### src/rtl/mem_port_arbiter.sv
// Shares one memory port between the fetch (imem) and memory-stage (dmem) requesters.
// Request pulses are latched into per-port slots; dmem wins unless fetch has waited MAX_D_STREAK grants.
module mem_port_arbiter #(
  parameter int unsigned MAX_D_STREAK = 4
) (
  input  logic        clk,
  input  logic        rst,
  input  logic [31:0] imem_addr,
  input  logic [3:0]  imem_rmask,
  output logic [31:0] imem_rdata,
  output logic        imem_resp,
  input  logic [31:0] dmem_addr,
  input  logic [3:0]  dmem_rmask,
  input  logic [3:0]  dmem_wmask,
  input  logic [31:0] dmem_wdata,
  output logic [31:0] dmem_rdata,
  output logic        dmem_resp,
  output logic [31:0] mem_addr,
  output logic [3:0]  mem_rmask,
  output logic [3:0]  mem_wmask,
  output logic [31:0] mem_wdata,
  input  logic [31:0] mem_rdata,
  input  logic        mem_resp,
  output logic        err
);

  localparam int unsigned SW = 4;
  localparam logic [SW-1:0] STREAK_MAX = SW'(MAX_D_STREAK);

  typedef enum logic [1:0] {
    IDLE   = 2'd0,
    BUSY_I = 2'd1,
    BUSY_D = 2'd2
  } state_e;

  state_e        state_q, state_d;

  logic          pi_vld_q, pi_vld_d;
  logic [31:0]   pi_addr_q, pi_addr_d;
  logic [3:0]    pi_rmask_q, pi_rmask_d;

  logic          pd_vld_q, pd_vld_d;
  logic [31:0]   pd_addr_q, pd_addr_d;
  logic [3:0]    pd_rmask_q, pd_rmask_d;
  logic [3:0]    pd_wmask_q, pd_wmask_d;
  logic [31:0]   pd_wdata_q, pd_wdata_d;

  logic [SW-1:0] streak_q, streak_d;
  logic          err_q, err_d;

  logic [31:0]   maddr_q, maddr_d;
  logic [3:0]    mrmask_q, mrmask_d;
  logic [3:0]    mwmask_q, mwmask_d;
  logic [31:0]   mwdata_q, mwdata_d;

  function automatic logic [SW-1:0] streak_sat_inc(input logic [SW-1:0] v);
    if (v >= STREAK_MAX) return STREAK_MAX;
    return v + SW'(1);
  endfunction

  logic        i_pulse, d_pulse;
  logic        i_owned, d_owned;
  logic        i_cap, d_cap;
  logic        i_viol, d_viol;
  logic        idle_resp;
  logic        arb_en;
  logic        i_cand, d_cand;
  logic        grant_i, grant_d;
  logic [31:0] i_addr, d_addr, d_wdata;
  logic [3:0]  i_rmask, d_rmask, d_wmask;

  assign i_pulse = |imem_rmask;
  assign d_pulse = |(dmem_rmask | dmem_wmask);

  // A port's in-flight transaction retires in the cycle its mem_resp arrives,
  // so a pulse in that same cycle is a legal new request.
  assign i_owned = pi_vld_q | ((state_q == BUSY_I) & ~mem_resp);
  assign d_owned = pd_vld_q | ((state_q == BUSY_D) & ~mem_resp);

  assign i_cap  = i_pulse & ~i_owned;
  assign d_cap  = d_pulse & ~d_owned;
  assign i_viol = i_pulse & i_owned;
  assign d_viol = d_pulse & d_owned;

  assign idle_resp = mem_resp & (state_q == IDLE);
  assign arb_en    = (state_q == IDLE) | mem_resp;

  assign i_cand = pi_vld_q | i_cap;
  assign d_cand = pd_vld_q | d_cap;

  assign i_addr  = pi_vld_q ? pi_addr_q  : imem_addr;
  assign i_rmask = pi_vld_q ? pi_rmask_q : imem_rmask;
  assign d_addr  = pd_vld_q ? pd_addr_q  : dmem_addr;
  assign d_rmask = pd_vld_q ? pd_rmask_q : dmem_rmask;
  assign d_wmask = pd_vld_q ? pd_wmask_q : dmem_wmask;
  assign d_wdata = pd_vld_q ? pd_wdata_q : dmem_wdata;

  assign grant_d = arb_en & d_cand & ~(i_cand & (streak_q == STREAK_MAX));
  assign grant_i = arb_en & i_cand & ~grant_d;

  always_comb begin
    state_d    = state_q;
    pi_vld_d   = pi_vld_q;
    pi_addr_d  = pi_addr_q;
    pi_rmask_d = pi_rmask_q;
    pd_vld_d   = pd_vld_q;
    pd_addr_d  = pd_addr_q;
    pd_rmask_d = pd_rmask_q;
    pd_wmask_d = pd_wmask_q;
    pd_wdata_d = pd_wdata_q;
    streak_d   = streak_q;
    maddr_d    = maddr_q;
    mwdata_d   = mwdata_q;
    mrmask_d   = '0;
    mwmask_d   = '0;
    err_d      = err_q | i_viol | d_viol | idle_resp;

    if (i_cap) begin
      pi_vld_d   = 1'b1;
      pi_addr_d  = imem_addr;
      pi_rmask_d = imem_rmask;
    end
    if (d_cap) begin
      pd_vld_d   = 1'b1;
      pd_addr_d  = dmem_addr;
      pd_rmask_d = dmem_rmask;
      pd_wmask_d = dmem_wmask;
      pd_wdata_d = dmem_wdata;
    end

    if (arb_en) begin
      state_d = IDLE;
      if (grant_d) begin
        state_d  = BUSY_D;
        pd_vld_d = 1'b0;
        maddr_d  = d_addr;
        mrmask_d = d_rmask;
        mwmask_d = d_wmask;
        mwdata_d = d_wdata;
        streak_d = i_cand ? streak_sat_inc(streak_q) : '0;
      end else if (grant_i) begin
        state_d  = BUSY_I;
        pi_vld_d = 1'b0;
        maddr_d  = i_addr;
        mrmask_d = i_rmask;
        mwmask_d = '0;
        mwdata_d = '0;
        streak_d = '0;
      end
    end
  end

  always_ff @(posedge clk or negedge rst) begin
    if (!rst) begin
      state_q    <= IDLE;
      pi_vld_q   <= 1'b0;
      pi_addr_q  <= '0;
      pi_rmask_q <= '0;
      pd_vld_q   <= 1'b0;
      pd_addr_q  <= '0;
      pd_rmask_q <= '0;
      pd_wmask_q <= '0;
      pd_wdata_q <= '0;
      streak_q   <= '0;
      err_q      <= 1'b0;
      maddr_q    <= '0;
      mrmask_q   <= '0;
      mwmask_q   <= '0;
      mwdata_q   <= '0;
    end else begin
      state_q    <= state_d;
      pi_vld_q   <= pi_vld_d;
      pi_addr_q  <= pi_addr_d;
      pi_rmask_q <= pi_rmask_d;
      pd_vld_q   <= pd_vld_d;
      pd_addr_q  <= pd_addr_d;
      pd_rmask_q <= pd_rmask_d;
      pd_wmask_q <= pd_wmask_d;
      pd_wdata_q <= pd_wdata_d;
      streak_q   <= streak_d;
      err_q      <= err_d;
      maddr_q    <= maddr_d;
      mrmask_q   <= mrmask_d;
      mwmask_q   <= mwmask_d;
      mwdata_q   <= mwdata_d;
    end
  end

  assign mem_addr   = maddr_q;
  assign mem_rmask  = mrmask_q;
  assign mem_wmask  = mwmask_q;
  assign mem_wdata  = mwdata_q;
  assign err        = err_q;

  assign imem_rdata = mem_rdata;
  assign dmem_rdata = mem_rdata;
  assign imem_resp  = mem_resp & (state_q == BUSY_I);
  assign dmem_resp  = mem_resp & (state_q == BUSY_D);

endmodule

### config.mk
export PLATFORM = sky130hd
export DESIGN_NAME = mem_port_arbiter
export DESIGN_NICKNAME = d
export VERILOG_FILES = /design/src/rtl/mem_port_arbiter.sv
export SDC_FILE = /design/constraint.sdc
export NUM_CORES = 1
export LEC_CHECK = 0
export BUFFER_PORTS_ARGS = -buffer_cell sky130_fd_sc_hd__buf_4
export CORE_UTILIZATION = 40
export DETAILED_ROUTE_END_ITERATION = 10
export SLEW_MARGIN = 20
export SYNTH_ARGS = -nofsm -noshare
export SYNTH_HDL_FRONTEND = slang
export SYNTH_SLANG_ARGS = --single-unit
### constraint.sdc
create_clock -name clk -period 3.88 [get_ports clk]
set_clock_uncertainty 0.1 [all_clocks]
set_input_delay 0.582 -clock clk [delete_from_list [all_inputs] [get_ports clk]]
set_output_delay 0.582 -clock clk [all_outputs]
set_load 0.1 [all_outputs]
== After elaboration in Yosys (flattened, before gate mapping) ==
Cells that the tools add are included.
Operators by class
  magnitude comparators: 1
  bitwise gates (word level): 28
  eq/ne operators: 3
  $add $sub $neg: 1
  reductions and logical operators: 5
  muxes and demuxes: 32
Operators with widths (number)
  $mux W32: 7
  $mux W4: 13
  $and A1 B1 Y1: 14
  $mux W1: 11
  $or A1 B1 Y1: 8
  $reduce_or A4 Y1: 2
  $not A1 Y1: 5
  $add A4 B1 Y4 const B: 1
  $eq A4 B3 Y1 const B: 1
  $ge A4 B3 Y1 const B: 1
  $or A4 B4 Y4: 1
  $eq A2 B1 Y1 const B: 1
  $eq A2 B2 Y1 const B: 1
  $logic_not A2 Y1: 1
  $mux W2: 1
  $reduce_and A2 Y1: 1
  $reduce_bool A2 Y1: 1
Storage, ports and cells
  input port bits: 143
  output and inout port bits: 139
  logic and storage cells: 85
  flip-flop bits (word level): 189

== Logic depth before layout (Yosys ltp) ==
Gate-level depths: netlist of run 1.
  word-level depth: 14
  gate-level depth with buffers: 9
  gate-level depth less buffers: 7

== Worst setup path after synthesis of run 1 ==
No wires, ideal clock.
  kind: input to output
  start point: input port mem_resp
  end point: output port dmem_resp
  slack: 434 ps
  data required time: 3198 ps
  data arrival time: 2764 ps
  stages: 1
  cell sequence: nor3b_1
Between the ends
  longest elaborated chain between the ends: 1
RTL lines
  start: declaration: RTL line 23  | input logic mem_resp,
  $and A1 B1 Y1: RTL line 198  | assign dmem_resp = mem_resp & (state_q == BUSY_D);
  end: declaration: RTL line 17  | output logic dmem_resp,
Every way passes these cells.

== Worst setup path after layout of run 1 ==
  start point: register pd_vld_q
  end point: register maddr_q[6], in the netlist mem_addr[6]
Between the ends
  longest elaborated chain between the ends: 10
  elaborated cells on any way between the ends: 12
RTL lines
  start: declaration: RTL line 42  | logic pd_vld_q, pd_vld_d;
  start signal: assignment: RTL line 175  | pd_vld_q <= pd_vld_d;
  $or A1 B1 Y1: RTL line 78  | assign d_owned = pd_vld_q | ((state_q == BUSY_D) & ~mem_resp);
  $not A1 Y1: RTL line 81  | assign d_cap = d_pulse & ~d_owned;
  $and A1 B1 Y1: RTL line 81
  $or A1 B1 Y1: RTL line 89  | assign d_cand = pd_vld_q | d_cap;
  $and A1 B1 Y1 (2 in a row): RTL line 98  | assign grant_d = arb_en & d_cand & ~(i_cand & (streak_q == STREAK_MAX));
  $not A1 Y1: RTL line 99  | assign grant_i = arb_en & i_cand & ~grant_d;
  $and A1 B1 Y1: RTL line 99
  $reduce_bool A2 Y1 (no source line)
  $reduce_and A2 Y1 (no source line)
  end signal: assignment: RTL line 182  | maddr_q <= maddr_d;
  end: declaration: RTL line 51  | logic [31:0] maddr_q, maddr_d;
Several ways; a longest one is shown, not always the timed one.
A chain may end at the register's enable or synchronous reset.

==> results of run 1 <==
cell usage after synthesis (2+ instances only):
cell type,n
ha_1,2
o21ai_0,37
buf_6,7
a21oi_1,36
dfrtp_1,189
mux2i_1,104
buf_2,21
nor2_1,12
nand3_1,5
o21ai_1,5
mux2_2,109
nor3_1,2
nor3b_1,3
buf_4,66
inv_1,6
clkbuf_8,5
clkbuf_1,10
nor4_1,3
nand2_1,67
a22o_1,34
layer usage:
layer / track usage / up-vias / wire [µm]
met5: 0 / - / 9
met3: 0.0563 / 26 / 1320
met1: 0.245 / 2940 / 9530
li1: - / 2748 / -
met4: 0.0697 / 2 / 232
met2: 0.281 / 153 / 9700
stage by stage:
| stage | hold WS [ns] | util | setup WS (ns) | std cells | area, µm² |
|---|---|---|---|---|---|
| global placement | 0.371 | 0.461 | 0.757 | 1105 | 10200 |
| global route | 0.262 | 0.488 | 0.888 | 1137 | 10800 |
| finish | 0.173 | 0.488 | 1.06 | 1137 | 10800 |
| floorplan | 0.186 | - | 0.434 | 742 | 9080 |
| detailed placement | 0.372 | 0.461 | 0.667 | 1105 | 10200 |
| CTS | 0.234 | 0.488 | 1.03 | 1137 | 10800 |
logic make-up (layout without fill, tap and decap cells):
kind of cell	after synthesis	in the layout	share of synthesized area
adders and majority gates	2	2	0.00276
AOI/OAI and AO/OA	123	123	0.0889
DFF	189	189	0.521
muxes	213	213	0.250
buffers and inverters	117	232	0.0911
and+or+nand+nor	98	98	0.0464
worst reg2reg max path: stages (launching register included):
cell	delay, ns
dfrtp_4	0.69
a211o_4	0.60
a21boi_4	0.90
a21oi_1	0.19
a22o_1	0.25
cell type report:
cell class,count,area share
Inverter,6,0.00209
Timing Repair Buffer,194,0.139
Tap cell,280,0.0326
Multi-Input combinational cell,436,0.331
Sequential cell,189,0.440
Clock buffer,19,0.0412
Clock inverter,13,0.0142
registers in the layout (all words and copies together), names as in the netlist:
register	flops
pd_wmask_q	4
mem_wdata	32
mem_rmask	4
pi_addr_q	32
state_q	2
streak_q	4
pi_vld_q	1
mem_wmask	4
pd_rmask_q	4
pd_addr_q	32
pd_wdata_q	32
pd_vld_q	1
err	1
mem_addr	32
pi_rmask_q	4
worst min-delay path by stage:
stage / cells past startpoint / end / slack (ns)
final: 1 / pi_addr_q[20]$_DFFE_PN0P_ / 0.17
after global routing: 2 / pd_wdata_q[18]$_DFFE_PN0P_ / 0.26
after CTS: 1 / pi_addr_q[19]$_DFFE_PN0P_ / 0.23
after detailed placement: 2 / mem_wdata[16]$_DFFE_PN0P_ / 0.37
after global placement: 2 / mem_wdata[17]$_DFFE_PN0P_ / 0.37
after floorplan: 0 / err$_DFF_PN0_ / 0.19
==> impl_metrics.env, run 1 <==
export IMPL_crit_family="compound AO/OA/AOI/OAI gates"
export IMPL_grtUsageTotal=0.184
export IMPL_finalCriticalPeriod_ns=2.82
export IMPL_yosysSeqAreaShare=0.521
export IMPL_root_buffer="clkbuf_16"
export IMPL_rrSetupSlack_ns=1.06
export IMPL_routed_wl_um=20800
export IMPL_worstPathArrival_ns=3.05
export IMPL_cts_buffers_inserted=17
export IMPL_violations="DRC"
export IMPL_clkSlewWorstSetupHoldPaths_ns=0.07
export IMPL_via_count=5869
export IMPL_worstPathRequired_ns=4.11
export IMPL_setup_tns_ns=0
export IMPL_tightest_slew_ns=1.07
export IMPL_hold_path_class="in -> async"
export IMPL_report_final_slew_viol_count=0
export IMPL_hold_viol=0
export IMPL_yosys_warnings=0
export IMPL_ys_flop_type="dfrtp_1"
export IMPL_path_buf_inv=0
export IMPL_die_h_um=153
export IMPL_r2r_cells=4
export IMPL_slowest_delay_ns=0.90
export IMPL_cts_tree="built"
export IMPL_grt_max_degree=116
export IMPL_fp_row_count=54
export IMPL_worstReg2RegStart="pd_vld_q$_DFF_PN0_"
export IMPL_multi_input_area_mm2=0.00356
export IMPL_drive_above_1_share=0.403
export IMPL_syn_num_nets=887
export IMPL_die_width_um=153
export IMPL_criticalPathCategory="reg -> reg"
export IMPL_start_kind="register"
export IMPL_dieArea_mm2=0.0233
export IMPL_grt_antenna_before_repair=1
export IMPL_start_util=0.412
export IMPL_max_cap_violations=0
export IMPL_cts_setup_buffers=0
export IMPL_cp_max_fo=32
export IMPL_worstSkewPairLatency_ns=0.43
export IMPL_drtIter0Drc=353
export IMPL_slew_headroom=0.282
export IMPL_overflow=0
export IMPL_path_cells="a211o_4, a21boi_4, a21oi_1, a22o_1"
export IMPL_fp_coreArea_mm2=0.0220
export IMPL_startpoint="pd_vld_q$_DFF_PN0_"
export IMPL_fill_cells=2026
export IMPL_synthDistinctLibCells=39
export IMPL_synth_area_leader_cell="dfrtp_1"
export IMPL_final_common_cell="buf_4"
export IMPL_crit_path_end="mem_addr[6]$_DFFE_PN0P_"
export IMPL_synth_area_mm2=0.00908
export IMPL_antenna_cells=0
export IMPL_grt_pass1_wl_um=33400
export IMPL_cp_end_kind="register"
export IMPL_num_io_pins=282
export IMPL_io_buffers=185
export IMPL_worst_path_max_delay_cell="a21boi_4"
export IMPL_final_nets=989
export IMPL_seq_area_mm2=0.00473
export IMPL_wl_per_cell_um=18.3
export IMPL_post_route_period_util=0.728
export IMPL_drc=26
export IMPL_rsz0062_at_grt="false"
export IMPL_antenna_left=0
export IMPL_syn_avg_cell_area_um2=12.2
export IMPL_synth_enable_flop_cells=0
export IMPL_cts_path_max_buffers=2
export IMPL_synth_top_area_frac=0.521
export IMPL_setup_viol=0
export IMPL_syn_inst=742
export IMPL_yosys_top_cells_area="dfrtp_1 52%, mux2_2 14%, mux2i_1 11%"
export IMPL_cp_depth=4
export IMPL_holdBufCountCts=0
export IMPL_outcome="complete, but fails checks"
export IMPL_clkSinkCount=189
export IMPL_ys_ff_latch=189
export IMPL_area_delta_synth_final_pct=18.5
export IMPL_ys_async_sr_fraction=1.00
export IMPL_dp_hpwl_um=13100
export IMPL_routabilityCongestion=0.707
export IMPL_grt_pass1_vias=6045
export IMPL_viasPerCell=5.16
export IMPL_worstReg2RegEnd="mem_addr[6]$_DFFE_PN0P_"
export IMPL_htreeDepth=4
export IMPL_max_freq_ghz=0.354
export IMPL_layout_common_cells="190 x buf_4, 187 x dfrtp_1, 109 x mux2_2"
export IMPL_post_cts_resized=0
export IMPL_first_pass_iters=10
Power of run 1 is left out: the tool's default activity adds up to more than one toggle a clock period on the data nets, which glitch-free logic cannot reach.
==> run 2: changes to the inputs <==
- ABC_AREA: unset -> 1
- PLACE_DENSITY: unset -> 0.67
- clock period: 3.88 -> 2.4 ns (I/O delays scaled with it)
==> impl_metrics.env, run 2 <==
export IMPL_root_buffer="clkbuf_16"
export IMPL_met1_usage=0.272
export IMPL_setup_viol=0
export IMPL_worstReg2RegStart="state_q[1]$_DFFE_PN0P_"
export IMPL_hold_path_class="in -> reg"
export IMPL_outcome="completed"
export IMPL_synthTopCellsByCount="296 x nand2_1, 189 x dfrtp_1, 149 x o21ai_0, 112 x inv_1, 102 x nand3_1"
export IMPL_clkSinkCount=189
export IMPL_finish_utilization=0.488
export IMPL_yosys_warnings=0
export IMPL_grt_pass1_vias=7499
export IMPL_yosysMostFrequentCell="nand2_1"
export IMPL_path_buf_inv=1
export IMPL_synth_top_area_frac=0.500
export IMPL_report_final_slew_viol_count=0
export IMPL_syn_num_nets=1345
export IMPL_r2r_cells=8
export IMPL_max_freq_ghz=0.493
export IMPL_routabilityCongestion=0.762
export IMPL_start_kind="register"
export IMPL_via_count=7735
export IMPL_synth_area_mm2=0.00945
export IMPL_grt_busiest_layer="met2"
export IMPL_hold_depth=2
export IMPL_viasPerCell=4.82
export IMPL_area_delta_synth_final_pct=18.3
export IMPL_final_common_cell="nand2_1"
export IMPL_rsz0062_at_grt="false"
export IMPL_dp_hpwl_um=15500
export IMPL_drtIter0Drc=542
export IMPL_antenna_left=0
export IMPL_post_cts_resized=0
export IMPL_finalCriticalPeriod_ns=2.03
export IMPL_wl_per_cell_um=14.5
export IMPL_worstSkewPairLatency_ns=0.42
export IMPL_final_nets=1423
export IMPL_yosysSeqAreaShare=0.500
export IMPL_syn_inst=1200
export IMPL_rrSetupSlack_ns=0.37
export IMPL_ys_flop_type="dfrtp_1"
export IMPL_seq_area_mm2=0.00473
export IMPL_slew_headroom=0.528
export IMPL_synth_enable_flop_cells=0
export IMPL_setup_tns_ns=0
export IMPL_overflow=0
export IMPL_start_util=0.413
export IMPL_max_cap_violations=0
export IMPL_grtUsageTotal=0.199
export IMPL_die_h_um=156
export IMPL_synthDistinctLibCells=29
export IMPL_routed_wl_um=23300
export IMPL_syn_avg_cell_area_um2=7.88
export IMPL_grt_pass1_wl_um=38300
export IMPL_cts_tree="built"
export IMPL_cp_depth=8
export IMPL_worst_path_max_delay_cell="dfrtp_1"
export IMPL_clkSlewWorstSetupHoldPaths_ns=0.07
export IMPL_fp_row_count=55
export IMPL_grt_max_degree=145
export IMPL_grt_util_met3=0.0519
export IMPL_fill_cells=2238
export IMPL_crit_family="simple AND/OR/NAND/NOR gates"
export IMPL_layout_common_cells="296 x nand2_1, 195 x buf_4, 187 x dfrtp_1"
export IMPL_synth_area_leader_cell="dfrtp_1"
export IMPL_die_width_um=156
export IMPL_hold_viol=0
export IMPL_criticalPathCategory="reg -> reg"
export IMPL_io_buffers=185
export IMPL_cts_buffers_inserted=17
export IMPL_cp_end_kind="register"
export IMPL_drc=0
export IMPL_worstPathRequired_ns=2.60
export IMPL_holdBufCountCts=1
export IMPL_met2_usage=0.315
export IMPL_min_delay_start="mem_resp"
export IMPL_fp_coreArea_mm2=0.0229
export IMPL_yosys_top_cells_area="dfrtp_1 50%, nand2_1 12%, o21ai_0 7.9%"
export IMPL_multi_input_area_mm2=0.00343
export IMPL_post_route_period_util=0.846
export IMPL_num_io_pins=282
export IMPL_ys_ff_latch=189
export IMPL_path_cells="inv_1, nand3_1, nand3_2, nand2_2, nand2_2, nand2_4, nand3_1, nand2_1"
export IMPL_ys_async_sr_fraction=1.00
export IMPL_worstHoldEndpoint="state_q[0]$_DFFE_PN0P_"
export IMPL_htreeDepth=4
export IMPL_worstPathArrival_ns=2.23
export IMPL_dieArea_mm2=0.0243
export IMPL_drive_above_1_share=0.199
export IMPL_antenna_cells=0
export IMPL_cp_max_fo=35
export IMPL_cts_path_max_buffers=2
export IMPL_worstReg2RegEnd="mem_addr[17]$_DFFE_PN0P_"
export IMPL_tightest_slew_ns=0.708
export IMPL_cts_setup_buffers=0
export IMPL_first_pass_iters=5
export IMPL_slowest_delay_ns=0.44
export IMPL_grt_antenna_before_repair=0
==> run 2: cell count changes after synthesis, sizes merged, moves of 16 or more <==
cell    previous run  this run
buf               96       112
nand3              5       103
nand2             67       304
inv                6       119
mux2             109         1
a21oi             36        70
nand4              0        32
clkbuf            15        32
mux2i            104         1
a22o              35         0
o21ai             43       151
nor2              12        77
==> run 2: layout make-up <==
type / count / area share
sequential: 189 / 0.423
multi-input combinational: 748 / 0.307
inverter: 119 / 0.0402
timing repair buffer: 203 / 0.144
clock inverter: 12 / 0.00917
tap: 313 / 0.0350
clock buffer: 20 / 0.0417
==> run 2: worst reg2reg max path: stages (launching register included) <==
cell     delay (ns)
dfrtp_1        0.44
inv_1          0.15
nand3_1        0.12
nand3_2        0.11
nand2_2        0.09
nand2_2        0.32
nand2_4        0.32
nand3_1        0.19
nand2_1        0.08
==> run 2: per-stage QoR <==
stage	setup WS [ns]	instances	cell area, µm²	hold slack (ns)
final	0.370	1604	11200	0.0432
after CTS	0.368	1604	11200	0.0252
after detailed placement	0.242	1571	10600	0.267
after global routing	0.162	1604	11200	0.0202
after floorplan	0.252	1200	9460	-0.0356
after global placement	0.305	1571	10600	0.268
==> run 2: cells by family (layout without fill, tap and decap cells) <==
| logic type | after synthesis | after routing | synth area share |
|---|---|---|---|
| AOI/OAI and AO/OA | 225 | 225 | 0.120 |
| adders and majority gates | 2 | 2 | 0.00265 |
| buffers and inverters | 263 | 354 | 0.139 |
| DFF | 189 | 189 | 0.500 |
| muxes | 2 | 2 | 0.00225 |
| and+or+nand+nor | 519 | 519 | 0.235 |
==> run 2: worst max path at each step <==
stage	slack [ns]	endpoint	from
final	0.37	mem_addr[17]$_DFFE_PN0P_	state_q[1]$_DFFE_PN0P_
after global routing	0.16	mem_addr[27]$_DFFE_PN0P_	state_q[1]$_DFFE_PN0P_
after CTS	0.37	mem_addr[17]$_DFFE_PN0P_	state_q[1]$_DFFE_PN0P_
after detailed placement	0.24	mem_wdata[29]$_DFFE_PN0P_	imem_rmask[0]
after global placement	0.30	mem_wdata[29]$_DFFE_PN0P_	imem_rmask[0]
after floorplan	0.25	dmem_resp	state_q[1]$_DFFE_PN0P_
==> run 2: layer usage <==
metal / routed length (µm) / vias to the layer above
li1: - / 3943
met5: 0 / -
met1: 11000 / 3558
met3: 1410 / 22
met4: 257 / 0
met2: 10700 / 212
Power of run 2 is left out for the same reason.
==> run 3: changes to the inputs <==
- ABC_AREA: 1 -> 0
- clock period: 2.4 -> 1.6 ns (I/O delays scaled with it)
==> impl_metrics.env, run 3 (synthesis gave the netlist of run 1 again) <==
export IMPL_worst_slack_ns=-0.425
export IMPL_r2r_cells=9
export IMPL_fp_coreArea_mm2=0.0220
export IMPL_start_util=0.412
export IMPL_area_delta_synth_final_pct=49.6
export IMPL_die_h_um=153
export IMPL_clkPwrFrac=0.126
export IMPL_cts_path_max_buffers=2
export IMPL_io_buffers=185
export IMPL_rsz0062_at_grt="true"
export IMPL_final_nets=1178
export IMPL_num_io_pins=282
export IMPL_min_delay_start="mem_resp"
export IMPL_worstReg2RegEnd="mem_addr[2]$_DFFE_PN0P_"
export IMPL_place_ws_ns=-0.557
export IMPL_final_common_cell="buf_4"
export IMPL_setup_tns_ns=-45.51
export IMPL_outcome="complete, but fails checks"
export IMPL_fill_cells=1643
export IMPL_drtIter0Drc=342
export IMPL_finalCriticalPeriod_ns=2.03
export IMPL_hold_viol=0
export IMPL_finish_utilization=0.617
export IMPL_hold_depth=3
export IMPL_p_int_mw=17.9
export IMPL_slew_headroom=0.620
export IMPL_first_pass_iters=9
export IMPL_cp_max_fo=6
export IMPL_violations="DRC, setup timing"
export IMPL_worstPathRequired_ns=1.81
export IMPL_die_width_um=153
export IMPL_criticalPathCategory="reg -> reg"
export IMPL_routabilityCongestion=0.747
export IMPL_clkSinkCount=189
export IMPL_rrSetupSlack_ns=-0.43
export IMPL_grt_antenna_before_repair=1
export IMPL_irDropWorstVdd_mv=1.46
export IMPL_post_route_period_util=1.27
export IMPL_clkSlewWorstSetupHoldPaths_ns=0.09
export IMPL_p_leak_nw=6.51
export IMPL_grtUsageTotal=0.214
export IMPL_post_dp_cell_area_mm2=0.0109
export IMPL_root_buffer="clkbuf_16"
export IMPL_grt_pass1_vias=7177
export IMPL_comb_power_share=0.620
export IMPL_hold_path_class="in -> reg"
export IMPL_cts_buffers_inserted=17
export IMPL_seq_area_mm2=0.00474
export IMPL_start_kind="register"
export IMPL_slowest_delay_ns=0.36
export IMPL_via_count=6783
export IMPL_cp_depth=9
export IMPL_tightest_slew_ns=0.570
export IMPL_wl_per_cell_um=19.4
export IMPL_worstReg2RegStart="streak_q[1]$_DFFE_PN0P_"
export IMPL_worst_path_max_delay_cell="dfrtp_1"
export IMPL_worstPathArrival_ns=2.24
export IMPL_cts_tree="built"
export IMPL_report_final_slew_viol_count=0
export IMPL_max_freq_ghz=0.494
export IMPL_final_cell_area_mm2=0.0136
export IMPL_worstHoldEndpoint="state_q[1]$_DFFE_PN0P_"
export IMPL_routed_wl_um=25800
export IMPL_antenna_left=0
export IMPL_path_buf_inv=3
export IMPL_seqPwrFrac=0.254
export IMPL_switching_power_mw=16.0
export IMPL_fp_row_count=54
export IMPL_overflow=0
export IMPL_dieArea_mm2=0.0233
export IMPL_viasPerCell=5.11
export IMPL_p_per_area_mw_per_mm2=2490
export IMPL_layout_common_cells="230 x buf_4, 186 x dfrtp_1, 105 x mux2_4"
export IMPL_max_cap_violations=0
export IMPL_switching_share=0.472
export IMPL_setup_viol=185
export IMPL_multi_input_area_mm2=0.00413
export IMPL_worstSkewPairLatency_ns=0.44
export IMPL_path_cells="inv_1, ha_2, and3b_2, a211oi_4, a21boi_4, buf_6, clkbuf_16, a21oi_2, a22o_1"
export IMPL_drive_above_1_share=0.447
export IMPL_grt_pass1_wl_um=38800
export IMPL_crit_family="compound AO/OA/AOI/OAI gates"
export IMPL_grt_max_degree=47
export IMPL_dp_hpwl_um=14300
export IMPL_cp_end_kind="register"
export IMPL_htreeDepth=4
export IMPL_drc=21
run 3: changes by cell type in the layout (fill, tap and decap cells not counted), sizes merged, moves of 96 or more:
cell         delta
nand2         -237
inv           -109
mux2          +108
o21ai         -108
mux2i         +103
nand3          -98
dlygate4sd3    +96
run 3: through the flow:
step	hold WS [ns]	power, mW	instances
5_1_grt	0.0127	35.4	1327
6_report	0.0377	33.9	1327
2_1_floorplan	-0.156	22.4	742
3_5_place_dp	0.114	25.6	1162
3_3_place_gp	0.114	25.3	1162
4_1_cts	0.000499	32.9	1328
run 3: power by group through the flow:
stage                     combinational [mW]  sequential [mW]  clock [mW]
after detailed placement                17.1             8.52           0
final                                   21.0             8.59        4.28
after global routing                    22.0             8.84        4.56
after CTS                               20.0             8.46        4.40
after floorplan                         7.94             14.5           0
after global placement                  16.9             8.42           0
run 3: worst max path at each step:
stage	slack (ns)	endpoint	from
2_1_floorplan	-0.34	mem_addr[10]$_DFFE_PN0P_	streak_q[0]$_DFFE_PN0P_
3_3_place_gp	-0.52	mem_addr[17]$_DFFE_PN0P_	imem_rmask[0]
3_5_place_dp	-0.56	mem_addr[9]$_DFFE_PN0P_	imem_rmask[0]
4_1_cts	-0.39	mem_addr[30]$_DFFE_PN0P_	streak_q[1]$_DFFE_PN0P_
5_1_grt	-0.48	mem_addr[2]$_DFFE_PN0P_	streak_q[1]$_DFFE_PN0P_
6_report	-0.43	mem_addr[2]$_DFFE_PN0P_	streak_q[1]$_DFFE_PN0P_
run 3: final cells by class:
type / instances / area share
clock buffers: 17 / 0.0313
flip-flops and latches: 189 / 0.349
multi-input cells: 436 / 0.304
clock inverters: 15 / 0.0123
diodes: 1 / 0.000184
repair buffers: 383 / 0.276
inverters: 6 / 0.00184
well taps: 280 / 0.0258
run 3: worst reg2reg max path, stage by stage, from the launching register on:
cell       delay, ns
dfrtp_1         0.36
inv_1           0.05
ha_2            0.16
and3b_2         0.22
a211oi_4        0.21
a21boi_4        0.24
buf_6           0.15
clkbuf_16       0.15
a21oi_2         0.05
a22o_1          0.21
run 3: metal layers:
metal	wire, µm	global-route usage
met3	1440	0.0600
met5	0	0
met2	12900	0.371
met4	377	0.0606
met1	11100	0.261
run 3: what timing repair did:
action	CTS	global route
hold endpoints to repair	238	0
setup endpoints to repair	185	188
resized for setup	66	118
buffers inserted	22	5
pin swaps	6	25
cloned	15	4
hold buffers	97	0
Note: power is estimated with default switching activity, not from simulation.
